## src/rtl/radix4_booth_divider.sv

```systemverilog
// Sequential signed radix-4 divider: two quotient bits per cycle against 1D/2D/3D multiples.
// Optional build macro RADIX4_DIV_ZERO_FAST_EN: a zero divisor skips iteration and resolves in one cycle.
module radix4_booth_divider #(
    parameter int unsigned N = 8
) (
    input  logic         clk,
    input  logic         rst,
    input  logic         start,
    input  logic [N-1:0] dividend,
    input  logic [N-1:0] divisor,
    output logic         busy,
    output logic         valid,
    output logic [N-1:0] quotient,
    output logic [N-1:0] remainder,
    output logic         div_by_zero
);

    localparam int unsigned CW = $clog2(N/2 + 1);
    localparam logic [CW-1:0] LAST_CNT = CW'(N/2 - 1);

    typedef enum logic [1:0] {S_IDLE, S_ITER, S_FIX} state_t;

    state_t         r_state;
    logic [CW-1:0]  r_cnt;
    logic           r_sa;
    logic           r_sb;
    logic           r_dz;
    logic [N-1:0]   r_dvd;
    logic [N-1:0]   r_sh;
    logic [N+1:0]   r_d;
    logic [N+1:0]   r_d3;
    logic [N+1:0]   r_rem_p;
    logic [N-1:0]   r_q;
    logic           r_busy;
    logic           r_valid;
    logic [N-1:0]   r_quot;
    logic [N-1:0]   r_rem;
    logic           r_dbz;

    logic [N-1:0]   w_abs_a;
    logic [N-1:0]   w_abs_b;
    logic [N+1:0]   w_rp;
    logic [N+1:0]   w_d2;
    logic [N+1:0]   w_rnext;
    logic [1:0]     w_qd;

    // -2^(N-1) negates to itself, which reads correctly as the unsigned magnitude
    assign w_abs_a = dividend[N-1] ? -dividend : dividend;
    assign w_abs_b = divisor[N-1]  ? -divisor  : divisor;

    always_comb begin
        w_rp = (r_rem_p << 2) | {{N{1'b0}}, r_sh[N-1:N-2]};
        w_d2 = r_d << 1;
        if (w_rp >= r_d3) begin
            w_qd    = 2'd3;
            w_rnext = w_rp - r_d3;
        end else if (w_rp >= w_d2) begin
            w_qd    = 2'd2;
            w_rnext = w_rp - w_d2;
        end else if (w_rp >= r_d) begin
            w_qd    = 2'd1;
            w_rnext = w_rp - r_d;
        end else begin
            w_qd    = 2'd0;
            w_rnext = w_rp;
        end
    end

    always_ff @(posedge clk or negedge rst) begin
        if (!rst) begin
            r_state <= S_IDLE;
            r_cnt   <= '0;
            r_sa    <= 1'b0;
            r_sb    <= 1'b0;
            r_dz    <= 1'b0;
            r_dvd   <= '0;
            r_sh    <= '0;
            r_d     <= '0;
            r_d3    <= '0;
            r_rem_p <= '0;
            r_q     <= '0;
            r_busy  <= 1'b0;
            r_valid <= 1'b0;
            r_quot  <= '0;
            r_rem   <= '0;
            r_dbz   <= 1'b0;
        end else begin
            r_valid <= 1'b0;
            case (r_state)
                S_IDLE: begin
                    if (start) begin
                        r_sa    <= dividend[N-1];
                        r_sb    <= divisor[N-1];
                        r_dz    <= (divisor == '0);
                        r_dvd   <= dividend;
                        r_sh    <= w_abs_a;
                        r_d     <= {2'b00, w_abs_b};
                        r_d3    <= {2'b00, w_abs_b} + {1'b0, w_abs_b, 1'b0};
                        r_rem_p <= '0;
                        r_q     <= '0;
                        r_cnt   <= LAST_CNT;
                        r_busy  <= 1'b1;
`ifdef RADIX4_DIV_ZERO_FAST_EN
                        r_state <= (divisor == '0) ? S_FIX : S_ITER;
`else
                        r_state <= S_ITER;
`endif
                    end
                end
                S_ITER: begin
                    r_rem_p <= w_rnext;
                    r_q     <= {r_q[N-3:0], w_qd};
                    r_sh    <= {r_sh[N-3:0], 2'b00};
                    if (r_cnt == '0) begin
                        r_state <= S_FIX;
                    end else begin
                        r_cnt <= r_cnt - 1'b1;
                    end
                end
                S_FIX: begin
                    if (r_dz) begin
                        r_quot <= '1;
                        r_rem  <= r_dvd;
                    end else begin
                        r_quot <= (r_sa ^ r_sb) ? -r_q : r_q;
                        r_rem  <= r_sa ? -r_rem_p[N-1:0] : r_rem_p[N-1:0];
                    end
                    r_dbz   <= r_dz;
                    r_valid <= 1'b1;
                    r_busy  <= 1'b0;
                    r_state <= S_IDLE;
                end
                default: r_state <= S_IDLE;
            endcase
        end
    end

    assign busy        = r_busy;
    assign valid       = r_valid;
    assign quotient    = r_quot;
    assign remainder   = r_rem;
    assign div_by_zero = r_dbz;

endmodule

```

## config.mk

```make
export PLATFORM = sky130hd
export DESIGN_NAME = radix4_booth_divider
export DESIGN_NICKNAME = d
export VERILOG_FILES = /design/src/rtl/radix4_booth_divider.sv
export SDC_FILE = /design/constraint.sdc
export NUM_CORES = 1
export LEC_CHECK = 0
export CAP_MARGIN = 20
export CORE_UTILIZATION = 47
export DETAILED_ROUTE_END_ITERATION = 7
export PLACE_DENSITY = 0.67
export SYNTH_ARGS = -nofsm -noshare
export SYNTH_HDL_FRONTEND = slang
export SYNTH_SLANG_ARGS = --single-unit
export TNS_END_PERCENT = 1
```

## constraint.sdc

```tcl
create_clock -name clk -period 4.7 [get_ports clk]
set_input_delay 0.47 -clock clk [delete_from_list [all_inputs] [get_ports clk]]
set_output_delay 0.47 -clock clk [all_outputs]
set_load 0.01 [all_outputs]
```

==> flow_metrics.py, run 1 <==
metrics = {
    "grt": {
        "gr-total-overflow": 0,
        "antenna_found_initial": 0,
        "grt_pass1_wl_um": 19400,
        "grt.total_usage_pct": 22.35,
        "grt_max_degree": 76,
        "grt_pass1_vias": 4034,
    },
    "critical_path": {
        "reg2reg_setup_slack_ns": 1.78,
        "startpoint": "divisor[0]",
        "cp.required_ns": 4.93,
        "rr_startpoint": "r_sh[6]",
        "end_kind": "flop",
        "crit_arrival_ns": 3.47,
        "worstReg2RegEnd": "r_rem_p[0]",
        "crit_path_max_fanout": 4,
        "ff2ff_path_depth": 12,
        "critPathKind": "in2reg",
        "startpoint_type": "input port",
    },
    "floorplan": {
        "die_x_um": 104.6,
        "die_h_um": 104.6,
        "start_util_pct": 48.16,
        "coreArea_um2": 10280,
        "rows": 37,
        "num_io_pins": 38,
        "die-area_um2": 10950,
    },
    "finish": {
        "area_growth_pct": 14.89,
        "n_antenna_cell": 0,
        "drive_gt1_share_pct": 4.174,
        "final_cells": 735,
        "fillers": 972,
        "nNetsFinal": 657,
        "regArea_um2": 1877,
        "multi_input_area_um2": 2839,
    },
    "drt": {
        "postRouteAntennaNets": 0,
        "routed_via_density": 5.580,
        "dr_total_vias": 4101,
        "drt_iter0_drc": 322,
        "finalWirelength_um": 11510,
        "wl_per_cell_um": 15.66,
        "dr.pass1.iters": 5,
        "drc_errors": 0,
    },
    "synthesis": {
        "post-synth-top-count-cell": "nand2_1",
        "syn_inst": 560,
        "synth_warnings": 0,
        "syn_nets": 623,
        "synth_flop_cell": "dfrtp_1",
        "netlist.area_leader.share_pct": 37.92,
        "synthTopCellsByCount": "85 x nand2_1, 75 x dfrtp_1, 51 x o21ai_0, 41 x inv_1, 40 x ha_1",
        "syn_area_per_cell_um2": 8.839,
        "synth-seq-cells": 75,
        "async_flop_share_pct": 100.0,
        "yosys-top-cells-area": "dfrtp_1 38%, ha_1 10%, nand2_1 6.4%",
        "synth.distinct_cells": 51,
        "synth_edf_count": 0,
        "ys_seq_area_share_pct": 37.92,
        "netlist_area_um2": 4950,
        "yosysTopAreaCell": "dfrtp_1",
    },
    "cts": {
        "cts.htree.levels": 3,
        "cts_tree": "built",
        "post_cts_buffers": 0,
        "ctsHoldBuffers": 0,
        "root_buffer": "clkbuf_8",
        "cts_resized": 0,
        "cts.sink_count": 75,
        "cts_buffers": 9,
        "clk_pin_slew_ns": 0.09,
        "clockBufferDepth": 2,
        "clock_latency_ns": 0.35,
    },
    "timing": {
        "rsz0062_at_grt": "no",
        "setup_viol": 0,
        "relSlewSlack_pct": 35.63,
        "slew_violations": 0,
        "hold_viol_final": 0,
        "hold_slack_ns": 0.2590,
        "period_needed_ns": 3.237,
        "min_period_over_period_pct": 68.88,
        "fin_skew_ns": 0.01206,
        "worstMarginPinSlew_ns": 0.9656,
        "fmax_ghz": 0.3089,
        "setup_tns_ns": 0,
    },
    "pwr": {
        "leakage_nw": 2.576,
        "power.density_nw_per_um2": 825.2,
        "power_mw": 4.692,
        "vdd_drop_max_uv": 318.4,
    },
    "place": {
        "dp_hpwl_um": 8746,
        "dp_cells": 718,
        "place_congestion": 0.8668,
        "place.port_buffers": 37,
    },
    "run_status": {
        "outcome": "finished clean",
    },
    "worst_hold_path": {
        "holdCritPathClass": "in2async",
    },
    "job": {
        "maxCapViolCount": 0,
    },
}
-- state kept, by name, summed over array words and instances (netlist names) --
register,flops
r_rem_p,8
valid,1
r_sa,1
r_dvd,7
div_by_zero,1
r_d3,10
r_d,7
r_q,8
r_dz,1
quotient,8
r_sb,1
r_state,2
r_sh,8
r_cnt,3
remainder,8
busy,1
-- kinds of logic after synthesis --
logic type	synth area share (%)
multiplexers	2.427
buffers and inverters	4.727
adder cells (fa/ha/maj)	11.73
flip-flops	37.92
AND/OR/NAND/NOR	15.67
AO/OA/AOI/OAI	19.74
XOR/XNOR	7.786
-- how the worst max path moves through the flow --
stage	to	slack [ns]	depth (start not counted)
3_3_place_gp	r_d3[8]	1.40	14
3_5_place_dp	r_d3[8]	1.16	14
6_report	r_d3[8]	1.46	14
4_1_cts	r_d3[8]	1.51	14
5_1_grt	r_d3[8]	1.31	14
2_1_floorplan	r_d3[8]	2.02	12
-- where the power goes --
part           internal (mW)  switching, mW
sequential             0.939          0.273
combinational           1.30           1.60
clock                  0.320          0.263
total                   2.56           2.13
-- per-layer routing --
metal	track usage [%]	routed length [um]	vias up	share of wire, %
met5	0	0	-	0
met4	8.048	221	0	1.9
met3	2.994	523	17	4.5
met2	37.65	5548	106	48
met1	29.39	5218	1954	45
li1	-	-	2024	-
-- stage by stage --
step	area, um^2	utilization, %	worst slack (ns)
after detailed placement	5445	52.98	1.157
final	5687	55.33	1.463
after global placement	5445	52.98	1.401
after floorplan	4950	-	2.016
after CTS	5679	55.26	1.512
after global routing	5687	55.33	1.314
-- layout by cell type, fill, tap and decap left out, types with 3 or more instances in the layout --
cell type	count
nor2_1	36
nand3_1	8
mux2i_1	12
o22ai_1	10
dfrtp_1	75
ha_1	40
o31ai_1	5
clkbuf_8	10
fa_1	4
nand2b_1	9
a22o_1	5
inv_1	41
buf_4	6
nor2b_1	11
a31oi_1	15
clkdlybuf4s50_1	36
a21oi_1	24
a211oi_1	4
or3_1	6
and3_1	4
xor2_1	15
nand3b_1	3
nand2_1	85
a32oi_1	3
o21a_1	6
o21ai_0	51
nor3_1	6
xnor2_1	29
a21o_1	6
-- area by class of cell --
cell class | instances | share of cell area [%]
clock inverter | 6 | 1.694
clock buffer | 10 | 2.420
sequential | 75 | 33.00
multi-input combinational | 423 | 49.92
tap | 136 | 2.992
timing repair buffer | 42 | 7.129
inverter | 43 | 2.838
-- critical path, cell delays in order --
cell and delay [ns]:
clkdlybuf4s50_1 0.53, inv_1 0.08, ha_1 0.21, nor2b_1 0.16, xnor2_1 0.22, inv_1 0.12
ha_1 0.32, a21o_1 0.17, a21oi_1 0.25, nor2b_1 0.09, o21a_1 0.21, o41ai_1 0.37
xnor2_1 0.17, o21ai_0 0.09
(Power assumes the default switching activity.)
==> run 2, diff against run 1 <==
--- a/config.mk
+++ b/config.mk
@@ -8,7 +8,7 @@
 export CAP_MARGIN = 20
 export CORE_UTILIZATION = 47
 export DETAILED_ROUTE_END_ITERATION = 7
-export PLACE_DENSITY = 0.67
+export PLACE_DENSITY = 0.7
 export SYNTH_ARGS = -nofsm -noshare
 export SYNTH_HDL_FRONTEND = slang
 export SYNTH_SLANG_ARGS = --single-unit
==> constraint.sdc (replaced) <==
create_clock -name clk -period 2.7 [get_ports clk]
set_input_delay 0.27 -clock clk [delete_from_list [all_inputs] [get_ports clk]]
set_output_delay 0.27 -clock clk [all_outputs]
set_load 0.01 [all_outputs]
==> run 2 against run 1 <==
  * Via count grew 4.7%
  * Clock power up 92%
  * Cell count grew 5.9%
  * Sequential share of layout area fell by 2.3 points
  * Count of clock-buffer cells in the layout is 1 lower
  * Register-to-register slack worse by 1.7 ns
  * Global-route usage down 0.14 points
  * Wire length is 2.0% higher
==> flow_metrics.py, run 2 (synthesis results as in run 1) <==
metrics = {
    "timing": {
        "min_period_over_period_pct": 95.59,
        "fin_skew_ns": 0.009366,
        "setup_viol": 0,
        "fmax_ghz": 0.3875,
        "worstMarginPinSlew_ns": 1.049,
        "hold_viol_final": 0,
        "relSlewSlack_pct": 29.59,
        "rsz0062_at_grt": "yes",
        "period_needed_ns": 2.581,
        "slew_violations": 0,
    },
    "drt": {
        "wl_met3_um": 402,
        "postRouteAntennaNets": 0,
        "highest_layer": "met4",
        "met1_length_um": 5233,
        "dr.pass1.iters": 4,
        "finalWirelength_um": 11740,
        "dr_total_vias": 4295,
        "routed_via_density": 5.521,
        "route.met2.wl_um": 5905,
        "drt_iter0_drc": 293,
        "drc_errors": 0,
        "wl_per_cell_um": 15.09,
    },
    "critical_path": {
        "cp_top_family": "compound AO/OA/AOI/OAI gates",
        "critPathKind": "reg2reg",
        "reg2reg_setup_slack_ns": 0.12,
        "startpoint_type": "flop",
        "ff2ff_path_depth": 7,
        "end_kind": "flop",
        "crit_arrival_ns": 2.81,
        "crit_path_max_fanout": 10,
        "cp.required_ns": 2.93,
        "rr_startpoint": "r_rem_p[2]",
        "slowest_stage": "dfrtp_1",
        "worstReg2RegEnd": "r_rem_p[3]",
        "critPathMaxStageDelay_ns": 0.50,
        "startpoint": "r_rem_p[2]",
        "crit_buf_inv": 0,
        "crit_chain": "ha_1 -> a21o_1 -> a2111oi_4 -> o2bb2ai_4 -> mux2i_1 -> o21ai_0 -> a221o_1",
    },
    "cts": {
        "cts.htree.levels": 3,
        "clk_pin_slew_ns": 0.08,
        "cts_buffers": 9,
        "clock_latency_ns": 0.34,
        "cts.sink_count": 75,
        "clockBufferDepth": 2,
        "root_buffer": "clkbuf_8",
        "ctsHoldBuffers": 0,
        "cts_tree": "built",
    },
    "grt": {
        "grt_pass1_vias": 4257,
        "grt_pass1_wl_um": 19780,
        "antenna_found_initial": 0,
        "gr-total-overflow": 0,
        "grt.total_usage_pct": 22.21,
        "grt_max_degree": 76,
    },
    "floorplan": {
        "num_io_pins": 38,
        "start_util_pct": 48.16,
        "die_x_um": 104.6,
        "die-area_um2": 10950,
        "coreArea_um2": 10280,
        "rows": 37,
        "die_h_um": 104.6,
    },
    "finish": {
        "n_antenna_cell": 0,
        "largest_reg_flops": 10,
        "top_register": "r_d3",
        "layout_common_cells": "85 x nand2_1, 73 x dfrtp_1, 50 x buf_4, 49 x o21ai_0, 41 x inv_1",
        "nNetsFinal": 701,
        "layout_commonest_cell": "nand2_1",
        "final_cells": 778,
        "drive_gt1_share_pct": 13.24,
        "area_growth_pct": 23.53,
    },
    "place": {
        "dp_hpwl_um": 8960,
        "place_congestion": 0.9032,
        "place.port_buffers": 37,
        "dp_cells": 760,
    },
    "pwr": {
        "power_mw": 8.917,
        "leakage_nw": 2.815,
        "vdd_drop_max_uv": 579.4,
        "power.density_nw_per_um2": 1458,
    },
    "run_status": {
        "outcome": "finished clean",
    },
    "job": {
        "maxCapViolCount": 0,
    },
    "worst_hold_path": {
        "holdCritPathClass": "in2async",
    },
}
==> run 2: per-stage QoR <==
step	utilization [%]	TNS, ns	worst slack, ns	cell area [um^2]	hold slack (ns)
after floorplan	-	0	0.1591	4950	-0.02559
after global placement	56.05	-0.5714	-0.2320	5761	0.4601
after detailed placement	56.05	-0.9668	-0.3230	5761	0.4670
after CTS	58.64	0	0.005350	6027	0.1086
after global routing	59.50	-0.04864	-0.04004	6115	0.1409
final	59.50	0	0.1190	6115	0.05664
==> run 2: report_power, final <==
part	switching (mW)	total (mW)	internal, mW
combinational	3.02	5.72	2.70
clock	0.412	1.12	0.707
sequential	0.441	2.08	1.64
total	3.87	8.92	5.05
==> run 2: worst max path at each step <==
| stage | end | slack, ns | cells after the start |
|---|---|---|---|
| finish | r_rem_p[3] | 0.12 | 7 |
| floorplan | r_rem_p[5] | 0.16 | 12 |
| global placement | r_d3[8] | -0.23 | 14 |
| CTS | r_rem_p[5] | 0.005 | 12 |
| global route | r_rem_p[5] | -0.04 | 12 |
| detailed placement | r_d3[8] | -0.32 | 13 |
==> run 2: cell type report <==
class	count	area [um^2]
fill	917	4163
clock buffer	9	123.9
timing repair buffer	86	738.2
clock inverter	6	137.6
multi-input combinational	423	2904
inverter	43	161.4
tap	136	170.2
sequential	75	1879
==> run 2: layer usage <==
layer | GRT usage, % | vias to the layer above
li1 | - | 2109
met1 | 28.50 | 2078
met2 | 38.69 | 92
met3 | 3.493 | 16
met4 | 6.237 | 0
met5 | 0 | -
==> run 2: worst register-to-register path, cell delays in order (launching register included) <==
cell and delay (ns):
dfrtp_1 0.50, ha_1 0.35, a21o_1 0.22, a2111oi_4 0.40, o2bb2ai_4 0.26, mux2i_1 0.22
o21ai_0 0.16, a221o_1 0.35
==> run 2: what timing repair did <==
action | in CTS | in global routing
gates cloned | 0 | 0
gates resized for setup | 1 | 20
pin swaps | 0 | 7
setup endpoints to repair | 1 | 11
buffers inserted | 0 | 3
